--- src/rtl/apb_otp_multikey_if.sv ---
// APB slave bus bundle for the multi-slot one-time-pad engine.
// The master modport drives the request side, the slave modport returns
// read data and the completion/error handshake.
interface apb_otp_multikey_if #(
  parameter int WIDTH = 128
);
  logic [31:0]      paddr;
  logic             psel;
  logic             penable;
  logic             pwrite;
  logic [2:0]       pprot;
  logic [WIDTH-1:0] pwdata;
  logic [WIDTH-1:0] prdata;
  logic             pready;
  logic             pslverr;

  modport master (
    output paddr, psel, penable, pwrite, pprot, pwdata,
    input  prdata, pready, pslverr
  );

  modport slave (
    input  paddr, psel, penable, pwrite, pprot, pwdata,
    output prdata, pready, pslverr
  );
endinterface

--- src/rtl/apb_otp_multikey.sv ---
// Multi-slot one-time-pad engine on an APB slave port.
// A DATA write is XORed with the selected privileged key after LATENCY
// cycles; the result can be read exactly once and that read zeroizes the
// key slot that produced it.
// Optional feature: define APB_OTP_KEY_LOCK_EN to make every key slot
// write-once per reset (locked bits are cleared only by preset_n).
module apb_otp_multikey #(
  parameter int WIDTH   = 128,
  parameter int NKEYS   = 4,
  parameter int LATENCY = 2
) (
  input  logic               pclk,
  input  logic               preset_n,
  apb_otp_multikey_if.slave  bus
);

  localparam int IW = (NKEYS > 1) ? $clog2(NKEYS) : 1;
  localparam int CW = (LATENCY > 1) ? $clog2(LATENCY) : 1;

  typedef enum logic [1:0] {IDLE, BUSY, DONE} state_t;

  state_t           state;
  logic [WIDTH-1:0] key [NKEYS];
  logic [NKEYS-1:0] valid;
  logic [NKEYS-1:0] locked;
  logic [WIDTH-1:0] data;
  logic [WIDTH-1:0] result;
  logic [2:0]       sel;
  logic [IW-1:0]    act;
  logic [CW-1:0]    cnt;

  logic             access;
  logic             is_ctrl, is_data, is_result, is_status, is_key;
  logic [IW-1:0]    kidx;
  logic             sel_ok;

  logic             do_ctrl, do_data, do_key, do_consume;
  logic             rsp_ready, rsp_err;
  logic [WIDTH-1:0] rsp_data;
  logic [WIDTH-1:0] status;

  assign access    = bus.psel & bus.penable;
  assign is_ctrl   = (bus.paddr == 32'h0000_0000);
  assign is_data   = (bus.paddr == 32'h0000_0001);
  assign is_result = (bus.paddr == 32'h0000_0002);
  assign is_status = (bus.paddr == 32'h0000_0003);
  assign is_key    = (bus.paddr >= 32'h0000_0010) && (bus.paddr < 32'(16 + NKEYS));
  assign kidx      = bus.paddr[IW-1:0];
  assign sel_ok    = ({29'b0, bus.pwdata[2:0]} < 32'(NKEYS));

`ifndef APB_OTP_KEY_LOCK_EN
  assign locked = '0;
`endif

  // Build the STATUS word from the live slot and FSM state.
  always_comb begin
    status            = '0;
    status[NKEYS-1:0] = valid;
    status[8 +: NKEYS] = locked;
    status[16]        = (state == BUSY);
    status[17]        = (state == DONE);
    status[26:24]     = sel;
  end

  // Decode the access phase into a combinational APB response and the
  // set of state updates that happen at the closing pclk edge.
  always_comb begin
    rsp_ready  = 1'b0;
    rsp_err    = 1'b0;
    rsp_data   = '0;
    do_ctrl    = 1'b0;
    do_data    = 1'b0;
    do_key     = 1'b0;
    do_consume = 1'b0;
    if (access) begin
      rsp_ready = 1'b1;
      if (is_ctrl) begin
        if (bus.pwrite && bus.pprot[0] && sel_ok) do_ctrl = 1'b1;
        else                                      rsp_err = 1'b1;
      end else if (is_data) begin
        if (bus.pwrite && (state != BUSY) && valid[sel[IW-1:0]]) do_data = 1'b1;
        else                                                     rsp_err = 1'b1;
      end else if (is_key) begin
        if (bus.pwrite && bus.pprot[0] && !locked[kidx] &&
            !((state != IDLE) && (act == kidx)))
          do_key = 1'b1;
        else
          rsp_err = 1'b1;
      end else if (is_result) begin
        if (bus.pwrite || (bus.pprot[2:1] != 2'b00) || (state == IDLE)) begin
          rsp_err = 1'b1;
        end else if (state == BUSY) begin
          rsp_ready = 1'b0;
        end else begin
          rsp_data   = result;
          do_consume = 1'b1;
        end
      end else if (is_status) begin
        if (bus.pwrite) rsp_err  = 1'b1;
        else            rsp_data = status;
      end else begin
        rsp_err = 1'b1;
      end
    end
  end

  assign bus.prdata  = rsp_data;
  assign bus.pready  = rsp_ready;
  assign bus.pslverr = rsp_err;

  // FSM, key storage and datapath; later assignments take priority so a
  // clear-all overrides any in-flight operation.
  always_ff @(posedge pclk or negedge preset_n) begin
    if (!preset_n) begin
      state  <= IDLE;
      for (int i = 0; i < NKEYS; i++) key[i] <= '0;
      valid  <= '0;
      data   <= '0;
      result <= '0;
      sel    <= '0;
      act    <= '0;
      cnt    <= '0;
`ifdef APB_OTP_KEY_LOCK_EN
      locked <= '0;
`endif
    end else begin
      if (state == BUSY) begin
        if (cnt == '0) begin
          result <= data ^ key[act];
          state  <= DONE;
        end else begin
          cnt <= cnt - CW'(1);
        end
      end
      if (do_consume) begin
        result     <= '0;
        data       <= '0;
        key[act]   <= '0;
        valid[act] <= 1'b0;
        state      <= IDLE;
      end
      if (do_data) begin
        data   <= bus.pwdata;
        act    <= sel[IW-1:0];
        cnt    <= CW'(LATENCY - 1);
        result <= '0;
        state  <= BUSY;
      end
      if (do_key) begin
        key[kidx]   <= bus.pwdata;
        valid[kidx] <= 1'b1;
`ifdef APB_OTP_KEY_LOCK_EN
        locked[kidx] <= 1'b1;
`endif
      end
      if (do_ctrl) begin
        sel <= bus.pwdata[2:0];
        if (bus.pwdata[8]) begin
          for (int i = 0; i < NKEYS; i++) key[i] <= '0;
          valid  <= '0;
          data   <= '0;
          result <= '0;
          state  <= IDLE;
        end
      end
    end
  end

endmodule

--- src/flat_wrapper.sv ---
// flat-port wrapper written by rule: the top's interface ports become plain ports
module apb_otp_multikey_flat 
#(
  parameter int WIDTH   = 128,
  parameter int NKEYS   = 4,
  parameter int LATENCY = 2
)
  (pclk, preset_n, bus_paddr, bus_psel, bus_penable, bus_pwrite, bus_pprot, bus_pwdata, bus_prdata, bus_pready, bus_pslverr);
  apb_otp_multikey_if #(.WIDTH(WIDTH)) bus_i ();
  input  logic pclk;
  input  logic preset_n;
  input wire logic [$bits(bus_i.paddr)-1:0] bus_paddr;
  input wire logic [$bits(bus_i.psel)-1:0] bus_psel;
  input wire logic [$bits(bus_i.penable)-1:0] bus_penable;
  input wire logic [$bits(bus_i.pwrite)-1:0] bus_pwrite;
  input wire logic [$bits(bus_i.pprot)-1:0] bus_pprot;
  input wire logic [$bits(bus_i.pwdata)-1:0] bus_pwdata;
  output wire logic [$bits(bus_i.prdata)-1:0] bus_prdata;
  output wire logic [$bits(bus_i.pready)-1:0] bus_pready;
  output wire logic [$bits(bus_i.pslverr)-1:0] bus_pslverr;
  assign bus_i.paddr = bus_paddr;
  assign bus_i.psel = bus_psel;
  assign bus_i.penable = bus_penable;
  assign bus_i.pwrite = bus_pwrite;
  assign bus_i.pprot = bus_pprot;
  assign bus_i.pwdata = bus_pwdata;
  assign bus_prdata = bus_i.prdata;
  assign bus_pready = bus_i.pready;
  assign bus_pslverr = bus_i.pslverr;
  apb_otp_multikey #(.WIDTH(WIDTH), .NKEYS(NKEYS), .LATENCY(LATENCY)) u_core (.pclk(pclk), .preset_n(preset_n), .bus(bus_i));
endmodule
--- config.mk ---
export PLATFORM = sky130hd
export DESIGN_NAME = apb_otp_multikey_flat
export DESIGN_NICKNAME = d
export VERILOG_FILES = /design/src/rtl/apb_otp_multikey_if.sv /design/src/rtl/apb_otp_multikey.sv /design/src/flat_wrapper.sv
export SDC_FILE = /design/constraint.sdc
export NUM_CORES = 2
export LEC_CHECK = 0
export ABC_AREA = 1
export ABC_CLOCK_PERIOD_IN_PS = 3300
export BUFFER_PORTS_ARGS = -buffer_cell sky130_fd_sc_hd__buf_2
export CAP_MARGIN = 20
export CORE_MARGIN = 1
export CORE_UTILIZATION = 40
export CTS_CLUSTER_DIAMETER = 150
export CTS_CLUSTER_SIZE = 30
export DETAILED_ROUTE_END_ITERATION = 10
export SLEW_MARGIN = 20
export SYNTH_ARGS = -nofsm -noshare
export SYNTH_HDL_FRONTEND = slang
export SYNTH_SLANG_ARGS = --single-unit
--- constraint.sdc ---
create_clock -name pclk -period 3.3 [get_ports pclk]
set_input_delay 0.165 -clock pclk [delete_from_list [all_inputs] [get_ports pclk]]
set_output_delay 0.165 -clock pclk [all_outputs]
set_load 0.1 [all_outputs]
* Word level (Yosys, flattened, before mapping)
Index checks and enable logic that the tools add are counted.
** Operators by class
- Multiplexer cells :: 88
- Equal/unequal tests :: 7
- $lt $le $gt $ge :: 12
- Bitwise gates (word level) :: 9
- Add/sub/neg operators :: 1
- Reductions and logical operators :: 21
** Operators by type and width (number)
- 128-bit two-way mux :: 22
- 512-bit two-way mux :: 4
- 512-bit AND :: 1
- 512-bit bitwise mux :: 1
- 128-bit demux with 2-bit select :: 2
- 512-bit inverter :: 1
- 128-bit binary-select mux with 2-bit select :: 1
- 128-bit XOR :: 1
- 32-bit by 2-bit equality test with 1-bit output (second input constant) :: 2
- 1-bit two-way mux :: 43
- 32-bit by 1-bit equality test with 1-bit output (second input constant) :: 1
- 32-bit by 5-bit >= comparator with 1-bit output (second input constant) :: 1
- 32-bit logical NOT :: 1
- 32-bit by 5-bit less-than comparator with 1-bit output (second input constant) :: 1
- 27-bit two-way mux :: 1
- 4-bit two-way mux :: 4
- 1-bit logical AND :: 12
- 2-bit two-way mux :: 6
- 2-bit by 3-bit less-than comparator with 1-bit output (second input constant) :: 3
- 3-bit >= comparator (second input constant) :: 2
- 3-bit by 1-bit less-than comparator with 1-bit output (second input constant) :: 2
- 2-bit inverter with 3-bit output :: 2
- 2-bit nonzero test :: 3
- 4-bit AND :: 1
- other kinds (15) :: 20
** Storage, ports and cells
- Output and inout bits :: 130
- Bits in registers :: 780
- Input bits :: 168
- Logic and storage cells :: 149

* Longest topological paths before layout
- Depth in word-level cells :: 14
- Mapped depth :: 13
- Mapped depth without buffers :: 12

* Worst setup path after synthesis
OpenSTA, ideal clock, no wires.
- Path kind :: input -> output
- From :: input port bus_paddr[12]
- To :: output port bus_prdata[26]
- Arrival :: 3.564 ns
- Path buffers :: 2
- Setup slack :: -0.429 ns
- Data required time :: 3.135 ns
- Stages :: 10
- Cells stage by stage :: nor2_1 -> nand2_1 -> nor2_2 -> nand2_1 -> nand3_1 -> nor3b_1 -> buf_2 -> nand2_1 -> buf_2 -> o21ai_0
** Between the ends
- Cells in the longest elaborated chain, start to end :: 7
- Elaborated cells between the ends (all ways) :: 13
- Those cells by class :: order compare: 2; eq/ne: 3; mux: 6; reduce/logical: 2
** RTL lines
- start, declared :: line flat_wrapper.sv:12 : input wire logic [$bits(bus_i.paddr)-1:0] bus_paddr;
- branches (longest 5 deep; another with 32-bit by 5-bit >= comparator with 1-bit output)
- 128-bit two-way mux * :: line apb_otp_multikey.sv:77 : if (is_ctrl) begin
- 128-bit two-way mux * :: line apb_otp_multikey.sv:75 : if (access) begin
- end, declared :: line flat_wrapper.sv:18 : output wire logic [$bits(bus_i.prdata)-1:0] bus_prdata;
Every way passes the cells marked *.

* Worst setup path after layout
- From :: register u_core.state[1]
- To :: output port bus_prdata[73]
** Between the ends
- Cells in the longest elaborated chain, start to end :: 8
- Elaborated cells between the ends (all ways) :: 10
- Those cells by class :: eq/ne: 1; mux: 7; reduce/logical: 2
** RTL lines
- start, declared :: line apb_otp_multikey.sv:22 : state_t state;
- start signal, assigned :: line apb_otp_multikey.sv:115 : state <= IDLE;
- start signal, assigned :: line apb_otp_multikey.sv:130 : state <= DONE;
- start signal, assigned :: line apb_otp_multikey.sv:140 : state <= IDLE;
- 2-bit by 1-bit equality test with 1-bit output or 2-bit logical NOT (tied branches) :: line apb_otp_multikey.sv:92, apb_otp_multikey.sv:90
- 128-bit two-way mux or 1-bit logical OR (tied branches) :: line apb_otp_multikey.sv:92, apb_otp_multikey.sv:90
- 128-bit two-way mux * :: line apb_otp_multikey.sv:90 : if (bus.pwrite || (bus.pprot[2:1] != 2'b00) || (state == IDLE)) begin
- 128-bit two-way mux * :: line apb_otp_multikey.sv:89 : end else if (is_result) begin
- 128-bit two-way mux * :: line apb_otp_multikey.sv:83 : end else if (is_key) begin
- 128-bit two-way mux * :: line apb_otp_multikey.sv:80 : end else if (is_data) begin
- 128-bit two-way mux * :: line apb_otp_multikey.sv:77
- 128-bit two-way mux * :: line apb_otp_multikey.sv:75
Every way passes the cells marked *; elsewhere a longest branch is shown, timed or not.

==> key figures <==
CTS
  • Worst-Skew Late Latency: roughly 0.66 ns
  • Clock-pin slew on the worst setup and hold paths: between 0.1 and 0.15 ns
  • Root Driver: clkbuf_16
  • H-Tree Depth: 1
  • Clock sinks: 780
  • Setup Fix Bufs, Post-CTS: 0
  • CTS Buffer Depth: 3
  • CTS tree: yes
  • Cts bufs inserted: 29

Critical path
  • CP arrival: roughly 3.0 ns
  • Worst r2r src: u_core.act[1]$_DFFE_PN0P_
  • Crit Path Class: reg -> out
  • Worst R2R Setup Slack: 0.53 ns
  • Kind of cell adding the most delay to the critical path: simple AND/OR/NAND/NOR gates
  • CP required: 3.13 ns
  • R2r worst-path depth: 8
  • Crit-path cells: inv_1 > nand2_1 > and3_1 > nand4_1 > nor2_1 > nand2_4 > buf_6 > nor2_1 > buf_12
  • Buf+Inv Stages, Crit Path: 3
  • Critical path origin: u_core.state[1]$_DFF_PN0_
  • Crit path max fanout: between 60 and 70
  • CP endpoint: bus_prdata[73]
  • Critical R2R Capture: u_core.key[198]$_DFF_PN0_
  • Slowest stage cell, crit path: dfrtp_2
  • Critical path endpoint category: primary output
  • CP Launch Type: flop
  • Crit. path cell count: 9
  • Top cell by count, worst path: nor2_1
  • Critical path's largest stage delay: 0.48 ns

Logic synthesis
  • Yosys reg bits: 780
  • Top FF cell, synth: dfrtp_1
  • Mapped cell area: 40,200 um^2
  • Netlist cell types: 31
  • Post-synth EDFFs: 0
  • Syn_area_per_cell: 7.80 um^2
  • Async S/R FF share, synth: 100%
  • Synth Instances: slightly above 5,000
  • Seq/Total Area, Yosys: 48.5%
  • Syn Nets: 5,329
  • Yosys Warn Count: 0

GRT
  • GRT Util Overall: 25.3%
  • First-pass GRT wire length: 209 mm
  • Initial antenna violation count: 5
  • GRT overflow: 0
  • Vias in the first global route: between 30,000 and 40,000
  • Largest net degree at the start of global routing: 217

Drt
  • DR WL/cell: 19.9 um
  • Pre-Repair DR Iteration Count: 5
  • Post-Route WL: between 100 and 150 mm
  • Via density: 5.53
  • Detailed-route DRC error count: 0
  • Antenna Violating Nets Remaining: 0
  • Routed vias: 36,400
  • DR iter-0 viols: around 3,200

Floorplanning
  • Core area: 99,000 um^2
  • Total die area: 102,000 um^2
  • Top Ports: 298
  • Initial core utilization: around two fifths
  • Cell Rows: 115
  • Die span in x: 319 um
  • Die H: 319 um

Placement
  • Total placed cells including tap cells: 6,416
  • Placer Congestion: 0.836
  • Dpl ws: roughly 0.53 ns
  • DPL Wire Length: 73.8 mm
  • # port buffers: between 200 and 300

STA
  • Period utilization: a little over nine tenths
  • Final setup margin: 0.188 ns
  • Worst hold-check slack: 0.0446 ns
  • Fin crit period: 3.11 ns
  • Clock Skew: 0.0229 ns
  • Final-report max-slew violation count: 0
  • RSZ-0062 raised after global routing: false
  • Final Hold Fails: 0
  • Worst-margin pin slew: about 0.95 ns
  • Max-slew headroom: 36.8%
  • Highest clock rate: 0.321 GHz
  • # setup viols final: 0

Layout
  • Fin util: approximately 48%
  • Commonest non-fill, non-tap cell in the layout: nand2_1
  • Layout cells sized above 1: 10.8%
  • Area grow syn2layout: 17.6%
  • Non-Filler Instances: roughly 6,600
  • Filler instances: about 9,600
  • Commonest non-fill, non-tap cells in the layout: 841 x nand2_1, 779 x dfrtp_1, 607 x o21ai_0, 504 x nor2_1, 461 x inv_1
  • Layout Nets: 5,461

Hold path
  • HP Class: in -> reg
  • Hold_sp: bus_pprot[0]

Pwr
  • Tot Pwr: between 0.01 and 0.015 W
  • PD cells: between 300 and 400 nW/um^2
  • Max VDD drop: 0.321 mV
  • Lkg Pwr: 23.1 nW

Outcome
  • Status: finished, final reports clean

Run
  • Max-cap violations: 0
## sequential cells by signal (all words and copies together) (netlist names)
name and cells:
u_core.key 512, u_core.data 128, u_core.result 128, u_core.valid 4, u_core.sel 3, u_core.act 2, u_core.state 2, u_core.cnt 1
## through the flow
| stage | setup TNS (ns) | instance area (um^2) |
|---|---|---|
| 2_1_floorplan | -2.90 | 40200 |
| 3_3_place_gp | 0 | 45200 |
| 3_5_place_dp | 0 | 45200 |
| 4_1_cts | 0 | 47300 |
| 5_1_grt | 0 | 47300 |
| 6_report | 0 | 47300 |
## worst min-delay path by stage
stage,depth (start not counted),slack (ns),endpoint
final,6,0.04,u_core.sel[2]$_DFFE_PN0P_
after global routing,6,0.06,u_core.sel[2]$_DFFE_PN0P_
after CTS,6,0.003,u_core.sel[2]$_DFFE_PN0P_
after detailed placement,1,0.30,u_core.result[120]$_DFF_PN0_
after global placement,1,0.30,u_core.result[119]$_DFF_PN0_
after floorplan,0,-0.13,u_core.act[0]$_DFFE_PN0P_
## layout make-up
type | count | area, um^2 | share of cell area [%]
timing repair buffer | 548 | 6440 | 13.6
inverter | 466 | 1760 | 3.72
sequential | 780 | 19500 | 41.3
clock buffer | 29 | 726 | 1.53
antenna | 3 | 7.51 | 0.0159
tap | 1287 | 1610 | 3.40
multi-input combinational | 3468 | 17300 | 36.5
## synthesized netlist by cell type, types with 131 or more instances
library cell | count | area share (%)
a21boi_0 | 202 | 3.8
a21oi_1 | 338 | 4.2
a22oi_1 | 206 | 3.8
buf_2 | 173 | 2.2
clkbuf_1 | 242 | 2.3
dfrtp_1 | 780 | 48
inv_1 | 463 | 4.3
nand2_1 | 844 | 7.9
nand3_1 | 461 | 5.7
nand4_1 | 131 | 2.0
nor2_1 | 523 | 4.9
o21ai_0 | 609 | 7.6
## worst min-delay path, cell delays in order
cell	delay, ns
buf_2	0.10
nand2_1	0.05
inv_1	0.06
nand3_1	0.15
o21ai_0	0.10
inv_1	0.05
## repair_timing
action,in CTS,in global routing
endpoints found under the hold margin,706,0
gates resized for setup,0,19
setup endpoints to repair,0,96
hold buffers,133,0
## power breakdown
part           internal [W]  leakage (nW)    switching (W)
clock network       0.00159         0.357          0.00304
logic              0.000235          12.6         0.000470
registers           0.00955          10.2  0.0000000000192
## layer usage
| metal | track usage (%) | wire [um] | part of all wire, % |
|---|---|---|---|
| met5 | 0 | 29 | 0.022 |
| met2 | 43.1 | 63200 | 48 |
| met3 | 2.13 | 6870 | 5.3 |
| met4 | 7.21 | 3360 | 2.6 |
| met1 | 34.3 | 57400 | 44 |
## cell families after synthesis
family,count (synthesis),share of synthesized area (%)
buffers and inverters,913,9.17
flip-flops,780,48.5
AO/OA/AOI/OAI,1410,20.2
AND/OR/NAND/NOR,2058,22.1
No activity file was read; power rests on OpenSTA's default activity.
